--- src/rtl/phy_mdio_ctrl_if.sv ---
// Register-access port of the PHY management controller.
// One requester issues single MDIO reads/writes and gets a response pulse.
interface phy_mdio_ctrl_if;
  logic        req_valid;
  logic        req_ready;
  logic        req_write;
  logic [4:0]  req_reg;
  logic [15:0] req_wdata;
  logic        rsp_valid;
  logic [15:0] rsp_rdata;

  modport master (
    output req_valid, req_write, req_reg, req_wdata,
    input  req_ready, rsp_valid, rsp_rdata
  );

  modport slave (
    input  req_valid, req_write, req_reg, req_wdata,
    output req_ready, rsp_valid, rsp_rdata
  );
endinterface

--- src/rtl/phy_mdio_ctrl.sv ---
// RGMII PHY management: MDC/MDIO framing, BMCR init after reset,
// periodic status polling, and arbitration with one external requester.
module phy_mdio_ctrl #(
  parameter logic [4:0]  PHY_ADDR      = 5'd1,
  parameter int          MDC_HALF      = 25,
  parameter int          POLL_INTERVAL = 1250000,
  parameter logic [4:0]  STATUS_REG    = 5'h11,
  parameter logic [15:0] BMCR_INIT     = 16'h1340
) (
  input  logic        clk125MHz,
  input  logic        resetn,
  input  logic        phy_ready,
  output logic        mdc,
  output logic        mdio_o,
  output logic        mdio_oe,
  input  logic        mdio_i,
  phy_mdio_ctrl_if.slave req,
  output logic        init_done,
  output logic        status_valid,
  output logic        link_up,
  output logic [1:0]  link_speed,
  output logic        full_duplex,
  output logic        busy
);

  localparam int HW = (MDC_HALF > 1) ? $clog2(MDC_HALF) : 1;
  localparam int PW = (POLL_INTERVAL > 1) ? $clog2(POLL_INTERVAL) : 1;
  localparam logic [HW-1:0] HALF_END = HW'(MDC_HALF - 1);
  localparam logic [PW-1:0] POLL_END = PW'(POLL_INTERVAL - 1);

  typedef enum logic [2:0] {
    WAIT_PHY,
    INIT_WR,
    IDLE,
    POLL_RD,
    USER_XFER
  } state_t;

  state_t state_q, state_d;

  logic [HW-1:0] hcnt;
  logic          hi;
  logic          gap;
  logic [5:0]    bit_idx;
  logic [63:0]   fr_sh;
  logic          fr_rd;
  logic          u_write;
  logic [15:0]   rd_sh;
  logic [PW-1:0] poll_cnt;
  logic          poll_pending;

  logic          accept;
  logic          half_end;
  logic          fr_done;
  logic          abort;
  logic          start;
  logic          f_wr;
  logic [4:0]    f_reg;
  logic [15:0]   f_data;
  logic [63:0]   frame;

  assign req.req_ready = (state_q == IDLE) && init_done;
  assign accept   = req.req_valid && req.req_ready;
  assign half_end = (hcnt == HALF_END);
  assign fr_done  = busy && gap && half_end;
  assign abort    = !phy_ready && (state_q != WAIT_PHY);

  always_ff @(posedge clk125MHz) begin
    if (!resetn) state_q <= WAIT_PHY;
    else         state_q <= state_d;
  end

  always_comb begin
    state_d = state_q;
    unique case (state_q)
      WAIT_PHY: if (phy_ready) state_d = INIT_WR;
      INIT_WR, POLL_RD, USER_XFER:
        if (fr_done) state_d = IDLE;
      IDLE: begin
        if (accept)            state_d = USER_XFER;
        else if (poll_pending) state_d = POLL_RD;
      end
      default: state_d = WAIT_PHY;
    endcase
    if (abort) state_d = WAIT_PHY;
  end

  assign start = (state_d != state_q) &&
                 (state_d == INIT_WR ||
                  state_d == POLL_RD ||
                  state_d == USER_XFER);

  // Frame word is built from the request inputs on the accept cycle.
  always_comb begin
    f_wr   = 1'b0;
    f_reg  = STATUS_REG;
    f_data = 16'hFFFF;
    unique case (1'b1)
      state_d == INIT_WR: begin
        f_wr   = 1'b1;
        f_reg  = 5'd0;
        f_data = BMCR_INIT;
      end
      state_d == USER_XFER: begin
        f_wr   = req.req_write;
        f_reg  = req.req_reg;
        f_data = req.req_write ? req.req_wdata : 16'hFFFF;
      end
      default: ;
    endcase
  end

  assign frame = {32'hFFFF_FFFF, 2'b01,
                  f_wr ? 2'b01 : 2'b10,
                  PHY_ADDR, f_reg,
                  f_wr ? 2'b10 : 2'b11,
                  f_data};

  always_ff @(posedge clk125MHz) begin
    if (!resetn) begin
      mdc           <= 1'b0;
      mdio_o        <= 1'b1;
      mdio_oe       <= 1'b0;
      busy          <= 1'b0;
      hcnt          <= '0;
      hi            <= 1'b0;
      gap           <= 1'b0;
      bit_idx       <= '0;
      fr_sh         <= '1;
      fr_rd         <= 1'b0;
      u_write       <= 1'b0;
      rd_sh         <= '0;
      poll_cnt      <= '0;
      poll_pending  <= 1'b0;
      init_done     <= 1'b0;
      status_valid  <= 1'b0;
      link_up       <= 1'b0;
      link_speed    <= 2'b00;
      full_duplex   <= 1'b0;
      req.rsp_valid <= 1'b0;
      req.rsp_rdata <= '0;
    end else begin
      req.rsp_valid <= 1'b0;
      if (state_q != WAIT_PHY)
        poll_cnt <= (poll_cnt == POLL_END) ? '0 : poll_cnt + 1'b1;
      if (state_q == POLL_RD && fr_done)
        poll_pending <= 1'b0;
      if (state_q != WAIT_PHY && poll_cnt == POLL_END)
        poll_pending <= 1'b1;

      if (abort) begin
        mdc          <= 1'b0;
        mdio_oe      <= 1'b0;
        mdio_o       <= 1'b1;
        busy         <= 1'b0;
        gap          <= 1'b0;
        init_done    <= 1'b0;
        status_valid <= 1'b0;
        link_up      <= 1'b0;
      end else if (start) begin
        busy    <= 1'b1;
        hcnt    <= '0;
        hi      <= 1'b0;
        gap     <= 1'b0;
        bit_idx <= '0;
        mdc     <= 1'b0;
        mdio_oe <= 1'b1;
        mdio_o  <= frame[63];
        fr_sh   <= {frame[62:0], 1'b1};
        fr_rd   <= !f_wr;
        u_write <= f_wr;
      end else if (busy) begin
        if (!half_end) begin
          hcnt <= hcnt + 1'b1;
        end else begin
          hcnt <= '0;
          if (gap) begin
            busy <= 1'b0;
            gap  <= 1'b0;
            unique case (state_q)
              INIT_WR: init_done <= 1'b1;
              POLL_RD: begin
                link_up      <= rd_sh[10];
                link_speed   <= rd_sh[15:14];
                full_duplex  <= rd_sh[13];
                status_valid <= 1'b1;
              end
              USER_XFER: begin
                req.rsp_valid <= 1'b1;
                req.rsp_rdata <= u_write ? 16'h0000 : rd_sh;
              end
              default: ;
            endcase
          end else if (!hi) begin
            hi    <= 1'b1;
            mdc   <= 1'b1;
            rd_sh <= {rd_sh[14:0], mdio_i};
          end else if (bit_idx == 6'd63) begin
            hi      <= 1'b0;
            mdc     <= 1'b0;
            mdio_oe <= 1'b0;
            mdio_o  <= 1'b1;
            gap     <= 1'b1;
          end else begin
            hi      <= 1'b0;
            mdc     <= 1'b0;
            bit_idx <= bit_idx + 6'd1;
            mdio_o  <= fr_sh[63];
            fr_sh   <= {fr_sh[62:0], 1'b1};
            // Read frames release the line from the turnaround on.
            mdio_oe <= !(fr_rd && bit_idx >= 6'd45);
          end
        end
      end
    end
  end

endmodule
--- src/flat_wrapper.sv ---
// flat-port wrapper written by rule: the top's interface ports become plain ports
module phy_mdio_ctrl_flat 
#(
  parameter logic [4:0]  PHY_ADDR      = 5'd1,
  parameter int          MDC_HALF      = 25,
  parameter int          POLL_INTERVAL = 1250000,
  parameter logic [4:0]  STATUS_REG    = 5'h11,
  parameter logic [15:0] BMCR_INIT     = 16'h1340
)
  (clk125MHz, resetn, phy_ready, mdc, mdio_o, mdio_oe, mdio_i, init_done, status_valid, link_up, link_speed, full_duplex, busy, req_req_valid, req_req_write, req_req_reg, req_req_wdata, req_req_ready, req_rsp_valid, req_rsp_rdata);
  phy_mdio_ctrl_if req_i ();
  input  logic clk125MHz;
  input  logic resetn;
  input  logic phy_ready;
  output logic mdc;
  output logic mdio_o;
  output logic mdio_oe;
  input  logic mdio_i;
  output logic init_done;
  output logic status_valid;
  output logic link_up;
  output logic [1:0] link_speed;
  output logic full_duplex;
  output logic busy;
  input wire logic [$bits(req_i.req_valid)-1:0] req_req_valid;
  input wire logic [$bits(req_i.req_write)-1:0] req_req_write;
  input wire logic [$bits(req_i.req_reg)-1:0] req_req_reg;
  input wire logic [$bits(req_i.req_wdata)-1:0] req_req_wdata;
  output wire logic [$bits(req_i.req_ready)-1:0] req_req_ready;
  output wire logic [$bits(req_i.rsp_valid)-1:0] req_rsp_valid;
  output wire logic [$bits(req_i.rsp_rdata)-1:0] req_rsp_rdata;
  assign req_i.req_valid = req_req_valid;
  assign req_i.req_write = req_req_write;
  assign req_i.req_reg = req_req_reg;
  assign req_i.req_wdata = req_req_wdata;
  assign req_req_ready = req_i.req_ready;
  assign req_rsp_valid = req_i.rsp_valid;
  assign req_rsp_rdata = req_i.rsp_rdata;
  phy_mdio_ctrl #(.PHY_ADDR(PHY_ADDR), .MDC_HALF(MDC_HALF), .POLL_INTERVAL(POLL_INTERVAL), .STATUS_REG(STATUS_REG), .BMCR_INIT(BMCR_INIT)) u_core (.clk125MHz(clk125MHz), .resetn(resetn), .phy_ready(phy_ready), .mdc(mdc), .mdio_o(mdio_o), .mdio_oe(mdio_oe), .mdio_i(mdio_i), .req(req_i), .init_done(init_done), .status_valid(status_valid), .link_up(link_up), .link_speed(link_speed), .full_duplex(full_duplex), .busy(busy));
endmodule
--- config.mk ---
export PLATFORM = sky130hd
export DESIGN_NAME = phy_mdio_ctrl_flat
export DESIGN_NICKNAME = d
export VERILOG_FILES = /design/src/rtl/phy_mdio_ctrl_if.sv /design/src/rtl/phy_mdio_ctrl.sv /design/src/flat_wrapper.sv
export SDC_FILE = /design/constraint.sdc
export NUM_CORES = 1
export LEC_CHECK = 0
export ABC_AREA = 1
export BUFFER_PORTS_ARGS = -buffer_cell sky130_fd_sc_hd__clkbuf_2
export CORE_ASPECT_RATIO = 1.1
export CORE_MARGIN = 5
export CORE_UTILIZATION = 54
export DETAILED_ROUTE_END_ITERATION = 16
export PLACE_DENSITY = 0.76
export SYNTH_ARGS = -nofsm -noshare
export SYNTH_HDL_FRONTEND = slang
export SYNTH_SLANG_ARGS = --single-unit
--- constraint.sdc ---
create_clock -name clk125MHz -period 2.15 [get_ports clk125MHz]
set_input_delay 0 -clock clk125MHz [delete_from_list [all_inputs] [get_ports clk125MHz]]
set_output_delay 0 -clock clk125MHz [all_outputs]
set_load 0.01 [all_outputs]
==> results.cfg <==
[clock_network]
clockRootBuffer = clkbuf_16
clock_path_buffers = 2
clk-insertion-delay-late_ns = 0.43
cts_sinks = 146
numCtsBuffers = 17
cts_tree = built
htree_levels = 4
clk_pin_slew_ns = 0.06

[routing]
ant_nets = 0
met1_length_um = 8190
routed-wl-met3_um = 1200
wl_per_cell_um = 18.0
drt_iter0_markers = 725
via_per_inst = 5.95
wl_met2_um = 10200
wl_um = 20600
maxUsedRoutingLayer = met4
drc = 0
vias = 6795
drt-pass1-iter-count = 6

[sta]
worst_slack_ns = -0.320
fin_crit_ns = 2.47
timing.final.max_slew_violations = 0
worst_pin_slew_ns = 0.562
setup_violations = 115
hold_viol = 0
skew_ns = 0.00935
max_freq_ghz = 0.405
grt_setup_unrepaired = yes
max_slew_margin_pct = 62.4
fin_crit_sh_pct = 115

[run_status]
status = complete, but fails checks
violations = setup timing

[worst_setup_path]
regToRegEndpoint = u_core.fr_sh[25]$_SDFFE_PN1P_
rrSetupSlack_ns = -0.32
r2r_cells = 20
slowest_stage = dfxtp_2
crit_end = u_core.fr_sh[25]$_SDFFE_PN1P_
cp.depth = 20
cp-start-kind = flop
crit_path_max_incr_delay_ns = 0.35
worstSetupPathType = flop to flop
startpoint = u_core.hcnt[0]$_SDFFE_PN0P_
cp_cell_sequence = inv_2, ha_4, nand2_2, inv_2, nand3_4, nand2_1, nand2_1, nand2_1, nand2_1, nand2_1, nand2_2, nand3_2, nand2_4, buf_12, buf_4, nand4_1, inv_2, buf_6, nand2_1, nand3_2
crit_path_end_kind = flop
critPathMaxFanout = 7
required_ns = 2.52
reg2reg_from = u_core.hcnt[0]$_SDFFE_PN0P_
critPathBufInv = 6
crit_family = simple AND/OR/NAND/NOR gates
critPathArrivalTime_ns = 2.84
crit_top_cell = nand2_1

[floorplan]
coreArea_um2 = 11500
initial_core_util_pct = 55.5
ios = 55
row_count = 41
die_area_um2 = 14200
fp.dieH_um = 124
die_w_um = 114

[global_routing]
grt_max_degree = 41
grt_pass1_vias = 5909
grt_use_total_pct = 23.3
grt_overflow = 0
grt_first_pass_wirelength_um = 27400
antenna_found_initial = 0

[layout]
final_nets = 1012
fillers = 684
final_common_cell = dfxtp_1
fin_area_um2 = 9140
diodes = 0
synthToLayoutAreaGrowth_pct = 42.5
drive_gt1_share_pct = 31.4
layout_common_cells = dfxtp_1, nand2_1, nand3_1, nor2_1, clkbuf_2

[synthesis]
synthDistinctLibCells = 36
async_flop_share_pct = 0
synth_edf_count = 0
syn_nets = 905
synth_cells = 872
synth_seq_cells = 146
avgSynthCellArea_um2 = 7.35
synth_warnings = 0
synth_area_um2 = 6410
yosysSeqAreaShare_pct = 45.6
synthFlopType = dfxtp_1

[place]
io_buffers = 54
dp_hpwl_um = 9150
postPlaceCellArea_um2 = 7040
place_congestion = 0.873

[pwr]
power_w = 0.00786
p_per_area_nw_per_um2 = 860
ir_drop_v = 0.000672
power_leakage_nw = 3.91

[hold_path]
min_path_type = input pin to flop

[run]
maxCapViolCount = 0
worst min path at each step:
stage,start,to,slack (ns),cells after the start
after floorplan,mdio_i,u_core.rd_sh[0]$_SDFFE_PN0P_,0.13,2
after global placement,mdio_i,u_core.rd_sh[0]$_SDFFE_PN0P_,0.23,3
after detailed placement,mdio_i,u_core.rd_sh[0]$_SDFFE_PN0P_,0.24,3
after CTS,req_req_wdata[10],u_core.fr_sh[11]$_SDFFE_PN1P_,0.01,5
after global routing,req_req_wdata[2],u_core.fr_sh[3]$_SDFFE_PN1P_,0.07,5
final,req_req_wdata[13],u_core.fr_sh[14]$_SDFFE_PN1P_,0.03,5
cells by family (layout without fill, tap and decap cells):
group	Yosys count	after routing	synth area share [%]
AOI/OAI and AO/OA	146	146	13.2
xor gates and xnor gates	10	10	1.37
adders and majority gates	6	6	1.17
buffers and inverters	114	234	7.69
DFF	146	146	45.6
and+or+nand+nor	450	450	31.0
worst reg2reg max path: cells and delay by family, from the launching register on:
kind / cells / cell delay (ns)
flops: 1 / 0.35
fa+ha+maj: 1 / 0.15
buf+inv: 6 / 0.63
simple gates: 13 / 1.29
sequential cells by signal, indices dropped and copies added (netlist names), 2 cells and up:
| name | count |
|---|---|
| u_core.req.rsp_rdata | 16 |
| u_core.poll_cnt | 21 |
| u_core.state_q | 3 |
| u_core.rd_sh | 16 |
| u_core.bit_idx | 6 |
| u_core.link_speed | 2 |
| u_core.hcnt | 5 |
| u_core.fr_sh | 63 |
repair_timing:
item | 4_1_cts | 5_1_grt
pin swaps | 13 | 32
hold buffers | 13 | 0
setup buffers | 15 | 2
endpoints found under the hold margin | 17 | 0
resized for setup | 59 | 164
gates cloned | 7 | 10
setup endpoints to repair | 75 | 119
synthesized netlist by cell type (all sizes together) (4+ instances only):
| library cell | n | area (µm²) |
|---|---|---|
| dfxtp | 146 | 2920 |
| inv | 62 | 235 |
| o211ai | 34 | 255 |
| nor2 | 87 | 353 |
| ha | 6 | 75.1 |
| nor3 | 14 | 70.1 |
| a21oi | 28 | 144 |
| clkbuf | 22 | 82.6 |
| nor3b | 7 | 52.6 |
| a31oi | 4 | 25.0 |
| buf | 30 | 175 |
| xor2 | 8 | 70.1 |
| nand3 | 124 | 641 |
| nand4 | 14 | 87.6 |
| o21ai | 73 | 365 |
| nand2 | 201 | 767 |
routing by layer:
layer / global-route usage, % / vias up
met2: 38.3 / 329
met4: 9.57 / 0
met3: 5.25 / 97
met1: 29.3 / 3215
li1: - / 3154
met5: 0 / -
stage by stage:
step	instances	utilization, %	hold WS [ns]	setup slack, ns	TNS, ns
2_1_floorplan	872	-	0.135	0.0295	0
3_3_place_gp	1064	61.0	0.226	-0.000921	-0.00123
3_5_place_dp	1064	61.0	0.242	-0.0617	-2.16
4_1_cts	1131	71.7	0.0114	-0.0203	-0.445
5_1_grt	1142	79.1	0.0710	-0.385	-35.34
6_report	1142	79.1	0.0255	-0.320	-27.52
final cells by class:
| class | instances | area, µm² | area share (%) |
|---|---|---|---|
| inverters | 62 | 255 | 2.79 |
| multi-input cells | 612 | 3690 | 40.4 |
| well taps | 150 | 188 | 2.05 |
| repair buffers | 140 | 1450 | 15.9 |
| clock buffers | 18 | 439 | 4.81 |
| clock inverters | 14 | 179 | 1.96 |
| flip-flops and latches | 146 | 2930 | 32.1 |
report_power, final:
group / leakage (nW) / internal, W / switching (W) / total, W
Clock: 0.294 / 0.00187 / 0.00124 / 0.00311
Combinational: 2.43 / 0.000781 / 0.000942 / 0.00172
Sequential: 1.19 / 0.00287 / 0.000153 / 0.00302
Total: 3.91 / 0.00552 / 0.00234 / 0.00786
Power figures use the tool's default switching activity.
